**config.mk**
```make
export PLATFORM = sky130hd
export DESIGN_NAME = mine_field_gen
export DESIGN_NICKNAME = d
export VERILOG_FILES = /design/src/rtl/mine_field_gen.sv
export SDC_FILE = /design/constraint.sdc
export NUM_CORES = 1
export LEC_CHECK = 0
export CAP_MARGIN = 40
export CELL_PAD_IN_SITES_DETAIL_PLACEMENT = 1
export CELL_PAD_IN_SITES_GLOBAL_PLACEMENT = 2
export CORE_UTILIZATION = 37
export DETAILED_ROUTE_END_ITERATION = 6
export DONT_BUFFER_PORTS = 1
export PLACE_DENSITY = 0.89
export SLEW_MARGIN = 20
export SYNTH_ARGS = -nofsm -noshare
export SYNTH_HDL_FRONTEND = slang
export SYNTH_SLANG_ARGS = --single-unit
```
**constraint.sdc**
```tcl
create_clock -name clk -period 6.51 [get_ports clk]
set_input_delay 0.651 -clock clk [delete_from_list [all_inputs] [get_ports clk]]
set_output_delay 0.651 -clock clk [all_outputs]
set_load 0.005 [all_outputs]
```
**src/rtl/mine_field_gen.sv**
```systemverilog
// Minesweeper mine-map generator: places NUM_MINES mines on an 8x16 grid from a
// Galois LFSR, keeps the first-click cell clear and answers registered cell queries.
module mine_field_gen #(
    parameter int          NUM_MINES = 10,
    parameter logic [15:0] SEED      = 16'hACE1,
    parameter logic [15:0] LFSR_TAPS = 16'hB400
) (
    input  logic         clk,
    input  logic         rst,
    input  logic         seed_load,
    input  logic [15:0]  seed_in,
    input  logic         start,
    input  logic [6:0]   safe_idx,
    output logic         busy,
    output logic         done,
    output logic [127:0] mine_map,
    input  logic [6:0]   query_idx,
    output logic         query_mine,
    output logic [3:0]   query_count
);

    typedef enum logic [1:0] {IDLE, CLEAR, PLACE, DONE} state_t;

    localparam logic [6:0] MINE_TARGET = 7'(NUM_MINES);

    state_t         state_q, state_d;
    logic [15:0]    lfsr_q, lfsr_d;
    logic [127:0]   mine_map_q, mine_map_d;
    logic [6:0]     placed_q, placed_d;
    logic [6:0]     safe_q, safe_d;
    logic           busy_q, busy_d;
    logic           done_q, done_d;
    logic           query_mine_q, query_mine_d;
    logic [3:0]     query_count_q, query_count_d;
    logic [6:0]     cand;

    always_comb begin
        state_d    = state_q;
        lfsr_d     = lfsr_q;
        mine_map_d = mine_map_q;
        placed_d   = placed_q;
        safe_d     = safe_q;
        busy_d     = busy_q;
        done_d     = 1'b0;
        cand       = lfsr_q[6:0];

        case (state_q)
            IDLE: begin
                // Seed is applied before start so a same-cycle start uses the new seed.
                if (seed_load) begin
                    lfsr_d = (seed_in == 16'h0000) ? SEED : seed_in;
                end
                if (start) begin
                    safe_d  = safe_idx;
                    busy_d  = 1'b1;
                    state_d = CLEAR;
                end
            end
            CLEAR: begin
                mine_map_d = '0;
                placed_d   = '0;
                state_d    = PLACE;
            end
            PLACE: begin
                if (placed_q == MINE_TARGET) begin
                    busy_d  = 1'b0;
                    done_d  = 1'b1;
                    state_d = DONE;
                end else begin
                    lfsr_d = {1'b0, lfsr_q[15:1]} ^ (lfsr_q[0] ? LFSR_TAPS : 16'h0000);
                    if ((cand != safe_q) && !mine_map_q[cand]) begin
                        mine_map_d[cand] = 1'b1;
                        placed_d         = placed_q + 7'd1;
                    end
                end
            end
            DONE: begin
                state_d = IDLE;
            end
            default: begin
                state_d = IDLE;
            end
        endcase
    end

    // Off-grid neighbours are skipped rather than wrapped around the edges.
    always_comb begin : neighbour_count
        int nr;
        int nc;
        nr            = 0;
        nc            = 0;
        query_mine_d  = mine_map_q[query_idx];
        query_count_d = 4'd0;
        for (int dr = -1; dr <= 1; dr++) begin
            for (int dc = -1; dc <= 1; dc++) begin
                nr = int'(query_idx[6:4]) + dr;
                nc = int'(query_idx[3:0]) + dc;
                if (!((dr == 0) && (dc == 0)) && (nr >= 0) && (nr < 8) && (nc >= 0) && (nc < 16)) begin
                    query_count_d = query_count_d + {3'b000, mine_map_q[7'(nr * 16 + nc)]};
                end
            end
        end
    end

    always_ff @(posedge clk) begin
        if (!rst) begin
            state_q       <= IDLE;
            lfsr_q        <= SEED;
            mine_map_q    <= '0;
            placed_q      <= '0;
            safe_q        <= '0;
            busy_q        <= 1'b0;
            done_q        <= 1'b0;
            query_mine_q  <= 1'b0;
            query_count_q <= 4'd0;
        end else begin
            state_q       <= state_d;
            lfsr_q        <= lfsr_d;
            mine_map_q    <= mine_map_d;
            placed_q      <= placed_d;
            safe_q        <= safe_d;
            busy_q        <= busy_d;
            done_q        <= done_d;
            query_mine_q  <= query_mine_d;
            query_count_q <= query_count_d;
        end
    end

    assign busy        = busy_q;
    assign done        = done_q;
    assign mine_map    = mine_map_q;
    assign query_mine  = query_mine_q;
    assign query_count = query_count_q;

endmodule

```
# Word-level counts from Yosys, hierarchy flattened
# Index checks and enable logic that the tools add are counted.
# Widths: inputs -> output; s select.
dict set report totals {
  output_inout_bits 135
  inputBits 34
  latch_bits 0
  n_memories 0
  ramBits 0
  ff_bits 167
  wordCells 152
  rom_bits 0
}
dict set report op_classes {
  n_addsub 20
  shift 0
  n_lt_le_gt_ge 23
  div_mod_pow 0
  bitwise 2
  n_eq_ne 10
  reduce_logical 32
  n_mul 0
  muxes 56
}
# operator n
set op_table {}
lappend op_table {{$mux 128} 2}
lappend op_table {{$pmux 128 s2} 1}
lappend op_table {{$or 128x128->128} 1}
lappend op_table {{$lt 7x9->1 const B} 8}
lappend op_table {{$bmux 1 s7} 10}
lappend op_table {{$mux 16} 4}
lappend op_table {{$pmux 16 s2} 1}
lappend op_table {{$add 4x1->4} 7}
lappend op_table {{$mux 4} 7}
lappend op_table {{$mux 1} 23}
lappend op_table {{$add 7x5->7} 3}
lappend op_table {{$add 7x6->7} 3}
lappend op_table {{$logic_and 1x1->1} 21}
lappend op_table {{$logic_not 16->1} 1}
lappend op_table {{$lt 7x8->1 const B} 2}
lappend op_table {{$xor 15x16->16} 1}
lappend op_table {{$add 7x7->7} 2}
lappend op_table {{$mux 7} 2}
lappend op_table {{$pmux 7 s2} 1}
lappend op_table {{$add 4x1->5 const B} 2}
lappend op_table {{$ge 5x1->1 const B} 2}
lappend op_table {{$lt 5x5->1 const B} 2}
lappend op_table {{$ne 2x2->1 const B} 5}
lappend op_table {{$reduce_and 3->1} 3}
lappend op_table {{23 further kinds} 29}

# Depth between registers and ports, before layout
# Gate-level depths: netlist of run 1.
dict set report logic_depth {
  depth_word 20
  ltp_mapped 37
  ltp_nobuf 35
}

# Worst setup path before layout of run 1
# No wires, ideal clock.
dict set report synth_path {
  kind {input to register}
  start {input port query_idx[0]}
  end {register query_count_q[3] (netlist: query_count[3])}
  path_slack_ns -0.515
  arrival_ns 6.906
  setup_ns 0.119
  cell_stages 34
  n_path_buf 5
  cell_sequence {buf_2 buf_6 inv_1 ha_1 buf_4 buf_2 buf_2 mux4_2 mux2i_1 mux2i_1 mux2i_1 nand3_1 nand3_1 a311oi_1 ha_1 and2_1 ha_1 ha_1 mux2i_1 nor2_1 ha_1 a21bo_2 o31ai_1 ha_1 mux2_2 ha_1 a211o_1 o21a_1 ha_1 nand4_1 or2_2 mux2_2 a21oi_1 nor3b_1}
}
dict set report synth_between {
  elab_chain_len 20
}
# element line_no
set synth_rtl {}
lappend synth_rtl {{from (decl)} 17} ;# input logic [6:0] query_idx,
lappend synth_rtl {{$add 5x1->6} 97} ;# nc = int'(query_idx[3:0]) + dc;
lappend synth_rtl {{$add 7x6->7} 99} ;# query_count_d = query_count_d + {3'b000, mine_map_q[7'(nr * 16 + nc)]};
lappend synth_rtl {{$bmux 1 s7} 99}
lappend synth_rtl {{$mux 1 (not written as such) (2 in a row)} 99}
lappend synth_rtl {{$mux 1} 98} ;# if (!((dr == 0) && (dc == 0)) && (nr >= 0) && (nr < 8) && (nc >= 0) && (nc < 16)) begin
lappend synth_rtl {{$add 4x1->4} 99}
lappend synth_rtl {{$mux 4} 98}
lappend synth_rtl {{$add 4x1->4} 99}
lappend synth_rtl {{[3 not listed]} n/a}
lappend synth_rtl {{$add 4x1->4} 99}
lappend synth_rtl {{$mux 4} 98}
lappend synth_rtl {{$add 4x1->4} 99}
lappend synth_rtl {{$mux 4} 98}
lappend synth_rtl {{$add 4x1->4} 99}
lappend synth_rtl {{$mux 4} 98}
lappend synth_rtl {{$add 4x1->4} 99}
lappend synth_rtl {{$mux 4 *} 98}
lappend synth_rtl {{to (signal assigned)} 125} ;# query_count_q <= query_count_d;
lappend synth_rtl {{to (decl)} 34} ;# logic [3:0] query_count_q, query_count_d;
# Mark *: on every way between the ends. The rest lies on a longest branch, timed or not. The select of a mux whose other input is x is not followed.
# A chain may end at the register's enable or synchronous reset.

# Worst setup path after layout of run 1
dict set report layout_path {
  start {input port query_idx[1]}
  end {register query_count_q[3] (netlist: query_count[3])}
}
# Same word-level chain as after synthesis.

==> results of run 1 <==
[kinds of logic (layout without fill, tap and decap cells)]
| group | after synthesis | after routing | synth area share [%] |
|---|---|---|---|
| flip-flops | 167 | 167 | 27.0 |
| adder cells (fa/ha/maj) | 34 | 34 | 3.68 |
| buffers and inverters | 146 | 172 | 5.75 |
| AO/OA/AOI/OAI | 283 | 283 | 16.4 |
| XOR/XNOR | 28 | 28 | 2.15 |
| multiplexers | 225 | 225 | 28.7 |
| AND/OR/NAND/NOR | 449 | 449 | 16.3 |
[registers in the layout, indices dropped and copies added (netlist names)]
| name | count |
|---|---|
| query_count | 4 |
| busy | 1 |
| state_q | 2 |
| safe_q | 7 |
| lfsr_q | 16 |
| query_mine | 1 |
| done | 1 |
| placed_q | 7 |
| mine_map | 128 |
[worst max-delay path: cells and delay by family]
kind,cells,cell delay [ps]
compound gates,5,810
simple gates,6,860
fa+ha+maj,8,2210
buf+inv,2,180
mux,8,2030
[through the flow]
stage	cells	cell area [um2]	utilization (%)	total power, W	setup TNS, ps
final	1800	14100	43.1	0.00378	0
after global routing	1800	14100	43.1	0.00394	-195
after CTS	1793	13900	42.6	0.00374	0
after detailed placement	1761	13400	40.9	0.00271	-805
after global placement	1755	13300	40.6	0.00265	-416
after floorplan	1332	12500	-	0.00227	-76.9
[placed cells by master (no fill, tap or decap), drive strengths merged, types with 13 or more instances in the layout]
cell / instances
o21ai: 13
mux2i: 93
dfxtp: 167
ha: 30
nor3: 14
nand3: 39
a21oi: 45
nor2: 230
mux2: 31
buf: 111
nand2b: 20
clkbuf: 20
a41oi: 52
mux4: 101
o221ai: 25
inv: 30
a31oi: 78
xnor2: 20
nand2: 85
[how the worst min path moves through the flow]
stage | endpoint | cells after the start | start | slack [ps]
floorplan | placed_q[6]$_SDFFE_PN0P_ | 2 | placed_q[6]$_SDFFE_PN0P_ | 450
global placement | lfsr_q[7]$_SDFFE_PN1P_ | 2 | lfsr_q[7]$_SDFFE_PN1P_ | 460
detailed placement | lfsr_q[7]$_SDFFE_PN1P_ | 2 | lfsr_q[7]$_SDFFE_PN1P_ | 470
CTS | lfsr_q[10]$_SDFFE_PN1P_ | 1 | rst | 240
global route | lfsr_q[10]$_SDFFE_PN1P_ | 1 | rst | 260
finish | lfsr_q[13]$_SDFFE_PN1P_ | 1 | rst | 260
[what timing repair did]
item | 4_1_cts | 5_1_grt
resized for setup | 0 | 22
endpoints found under the setup margin | 0 | 2
setup buffers | 0 | 6
[layer usage]
| metal | track usage (%) | vias up | wire (um) |
|---|---|---|---|
| met4 | 12.4 | 0 | 1970 |
| li1 | - | 5109 | - |
| met2 | 47.2 | 644 | 23500 |
| met5 | 0 | - | 0 |
| met3 | 9.32 | 131 | 5260 |
| met1 | 35.3 | 6018 | 19000 |
[report_power, final]
group | switching (W) | internal, W
Combinational | 0.000991 | 0.000505
Clock | 0.000480 | 0.000552
Sequential | 0.000165 | 0.00109
[area by class of cell]
cell class                      instances  area, um2  area share (%)
Tap cell                              442        553            3.93
Multi-Input combinational cell       1019       8500            60.3
Inverter                               29        111           0.791
Sequential cell                       167       3350            23.8
Clock buffer                           20        457            3.24
Clock inverter                         12        118           0.835
Timing Repair Buffer                  111        997            7.08
==> metrics, run 1 <==
R2R cell count 24; worst hold slack 256 ps; max_slew headroom 41.6%; Via density 6.61; WS Path Type in2reg; Clock Skew 17.8 ps; startpoint type of the worst setup path input port; Yosys top cell by area dfxtp_1; final max-slew violation count 0; # H-tree levels 4; RR Endpoint query_count[3]$_SDFF_PN0_; Routed Antenna Nets 0; minimum clock period 6410 ps; layout cells sized above 1 23.0%; syn avg cell area 9.29 um2; Leak 5.06 nW; Setup crit start query_idx[1]; register area share after synthesis 27.0%; max incr delay on CP 490 ps; max cap viols 0; Syn. warnings 0; # rows 66; CTS buffer count 17; clock sink count 167; FFs w/ async S/R, synth 0%; total congestion overflow 0; final worst slack 104 ps; number of synthesized flops with an enable pin 0; pre-CTS setup slack -401 ps; period utilisation layout 98.4%; Final Hold Violating Endpoints 0; RD Place Congestion 0.920; Critical Path AT 6760 ps; Avg WL per Cell 27.6 um; cts hold-fix bufs 0; Max Root-Sink Buffers 2; core area 32,700 um2; final WL 49.6 mm; DRT iter0 DRCs 1,157; clk slew on worst S/H paths 70 ps; First-pass DRT Iterations 7; leading post-synthesis cells by cell area dfxtp_1, mux4_2, mux2i_1; global-route usage over all layers 29.1%; synthesized flop and latch total 167; Ports 169; worst r2r src mine_map[59]$_SDFFE_PN0P_; area grow syn2layout 13.8%; Cell Area, Synth 12,400 um2; Vert. Die Dim 185 um; Fmax achieved 156 MHz; DIE WIDTH 185 um; Critical Path Fanout Max 23; Starting Density 37.8%; Vias 11.9k; Worst EP required 6860 ps; VDD IR-drop max 0.000206 V; clk root buf clkbuf_16; r2r setup slk 250 ps; largest net degree at the start of global routing 118; slowest library cell on the worst path mux4_2; initial antenna violation count 0; Die ar. 34,200 um2; post-synth cell types 73; vias in the first global route 12.1k; worst hold path class in2reg; number of fill cells in the layout 3,776; top cell type's share of synthesized area 27.0%; syn_nets 1,400; endpoints failing setup 0; Worst-Skew Late Latency 460 ps; Top FF cell, synth dfxtp_1; first-pass GRT wire length 74.7 mm; CP Capture Point query_count[3]$_SDFF_PN0_; Crit. End Element flip-flop; HPWL after DPL 35.5 mm; run status finished, final reports clean; P per Cell Area 269 nW/um2; Cells after Synth 1,332; diode count 0; CTS tree built; Commonest cells post-synth nor2_1, dfxtp_1, mux4_2; NumNets Final 1,413; port buffer count 0; DRC errors left 0; leading cell type by number of instances after synthesis nor2_1; slew of the pin with the lowest slew margin 875 ps
Power figures use the tool's default switching activity.
==> run 2, diff against run 1 <==
--- a/config.mk
+++ b/config.mk
@@ -8,10 +8,9 @@
 export CAP_MARGIN = 40
 export CELL_PAD_IN_SITES_DETAIL_PLACEMENT = 1
 export CELL_PAD_IN_SITES_GLOBAL_PLACEMENT = 2
-export CORE_UTILIZATION = 37
+export CORE_UTILIZATION = 32
 export DETAILED_ROUTE_END_ITERATION = 6
-export DONT_BUFFER_PORTS = 1
-export PLACE_DENSITY = 0.89
+export PLACE_DENSITY = 0.9
 export SLEW_MARGIN = 20
 export SYNTH_ARGS = -nofsm -noshare
 export SYNTH_HDL_FRONTEND = slang
==> run 2 against run 1 <==
Compared with the run above: power up 6.7%; routed wire length is 11% higher; critical path depth rose by 2; register-to-register slack improved by 80 ps; non-clock buffer count is 240 higher.
==> metrics, run 2 (same netlist as run 1, synthesis figures left out) <==
run status finished, final reports clean (unchanged); clk root buf clkbuf_16 (unchanged); Vert. Die Dim 199 um (was 185 um); Worst EP required 6870 ps (was 6860 ps); worst hold path class reg2reg (was in2reg); TNS Setup 0 ps (unchanged); slew of the pin with the lowest slew margin 840 ps (was 875 ps); Leak 6.10 nW (was 5.06 nW); Final Hold Violating Endpoints 0 (unchanged); Power Total 0.00404 W (was 0.00378 W); initial antenna violation count 1 (was 0); minimum clock period 6470 ps (was 6410 ps); VDD IR-drop max 0.000227 V (was 0.000206 V); P per Cell Area 241 nW/um2 (was 269 nW/um2); vias in the first global route 13.3k (was 12.1k); First-pass DRT Iterations 5 (was 7); Clock Skew 22.2 ps (was 17.8 ps); Critical Path AT 6830 ps (was 6760 ps); flip-flop and latch area 3350 um2 (unchanged); clk slew on worst S/H paths 80 ps (was 70 ps); diode count 0 (unchanged); DIE WIDTH 199 um (was 185 um); pre-CTS setup slack -958 ps (was -401 ps); R2R cell count 27 (was 24); number of fill cells in the layout 4,312 (was 3,776); # rows 71 (was 66); port buffer count 168 (was 0); Largest register FFs 128 (unchanged); WS Path Type in2reg (unchanged); Crit. End Element flip-flop (unchanged); final WL 55.0 mm (was 49.6 mm); worst hold start safe_q[3]$_SDFFE_PN0P_ (was rst); largest net degree at the start of global routing 69 (was 118); max_slew headroom 43.8% (was 41.6%); area of the multi-input gates 8690 um2 (was 8500 um2); final worst slack 38.4 ps (was 104 ps); max incr delay on CP 540 ps (was 490 ps); fin util 44.3% (was 43.1%); Critical Path Fanout Max 7 (was 23); commonest non-fill, non-tap cell in the layout nor2_1 (unchanged); NumNets Final 1,653 (was 1,413); worst r2r src mine_map[32]$_SDFFE_PN0P_ (was mine_map[59]$_SDFFE_PN0P_); clock sink count 167 (unchanged); total congestion overflow 0 (unchanged); period utilisation layout 99.4% (was 98.4%); CTS buffer count 17 (unchanged); Fmax achieved 155 MHz (was 156 MHz); DRC errors left 0 (unchanged); r2r setup slk 330 ps (was 250 ps); Ports 169 (unchanged); final max-slew violation count 0 (unchanged); endpoints failing setup 0 (unchanged); Starting Density 32.7% (was 37.8%); slowest library cell on the worst path mux4_2 (unchanged); Worst-Skew Late Latency 470 ps (was 460 ps); area grow syn2layout 35.6% (was 13.8%); Routed Antenna Nets 0 (unchanged); Setup crit start query_idx[0] (was query_idx[1]); core area 37,800 um2 (was 32,700 um2); max cap viols 0 (unchanged); HPWL after DPL 38.9 mm (was 35.5 mm); Avg WL per Cell 26.1 um (was 27.6 um); DRT iter0 DRCs 1,248 (was 1,157); first-pass GRT wire length 81.2 mm (was 74.7 mm); CP Capture Point query_count[3]$_SDFF_PN0_ (unchanged); RD Place Congestion 0.926 (was 0.920); RR Endpoint query_count[3]$_SDFF_PN0_ (unchanged); cell mode on critical path ha_4; # H-tree levels 4 (unchanged); global-route usage over all layers 27.0% (was 29.1%); Die ar. 39,500 um2 (was 34,200 um2); cts hold-fix bufs 0 (unchanged); Max Root-Sink Buffers 2 (unchanged); CTS tree built (unchanged); most frequent cells in the layout nor2_1, dfxtp_1, clkdlybuf4s50_1 (was nor2_1, dfxtp_1, mux4_2); Vias 13.3k (was 11.9k); Via density 6.30 (was 6.61); startpoint type of the worst setup path input port (unchanged); layout cells sized above 1 25.8% (was 23.0%)
-- run 2: changes by cell type in the layout (fill, tap and decap cells not counted), moves of 6 or more --
| cell | change |
|---|---|
| clkdlybuf4s50_1 | +162 |
| buf_4 | +54 |
| o221ai_1 | -7 |
| o221ai_2 | +7 |
| buf_6 | +6 |
-- run 2: layout make-up --
class,count,area share (%)
Tap cell,511,3.81
Timing Repair Buffer,351,20.2
Clock inverter,15,1.05
Clock buffer,17,2.54
Sequential cell,167,19.9
Multi-Input combinational cell,1019,51.8
Inverter,29,0.664
-- run 2: critical path: cells and delay by family --
kind	cells	cell delay, ps
compound gates	6	930
mux	8	1970
buf+inv	3	300
simple gates	6	860
fa+ha+maj	8	2070
-- run 2: what timing repair did --
| action | CTS | global route |
|---|---|---|
| gates resized for setup | 29 | 47 |
| gates cloned | 0 | 2 |
| endpoints found under the hold margin | 0 | 0 |
| pin swaps | 7 | 23 |
| endpoints found under the setup margin | 3 | 3 |
| setup buffers | 8 | 22 |
-- run 2: per-stage QoR --
step                cell area (um2)  hold slack, ps  cells
global route                  16800             501   2109
CTS                           16300             478   2081
floorplan                     12500             446   1332
detailed placement            15500             468   2041
global placement              15400             460   2034
finish                        16800             474   2109
-- run 2: worst min-delay path by stage --
stage / cells after the start / to
after floorplan: 2 / placed_q[6]$_SDFFE_PN0P_
after global placement: 2 / lfsr_q[15]$_SDFFE_PN1P_
after detailed placement: 2 / safe_q[3]$_SDFFE_PN0P_
after CTS: 2 / safe_q[3]$_SDFFE_PN0P_
after global routing: 2 / safe_q[3]$_SDFFE_PN0P_
final: 2 / safe_q[3]$_SDFFE_PN0P_
-- run 2: layer usage --
metal  vias up  wire (um)  share of wire [%]  track usage (%)
li1       5605          -                  -                -
met4         0       2480                4.5             12.6
met3       194       4430                8.1             5.66
met5         -          0                  0                0
met2       730      27000                 49             45.6
met1      6752      21100                 38             32.8
-- run 2: report_power, final --
group / leakage, nW / switching, W / internal (W)
registers: 1.35 / 0.000136 / 0.00109
clock network: 0.295 / 0.000526 / 0.000550
logic: 4.45 / 0.00113 / 0.000611
total: 6.10 / 0.00179 / 0.00225
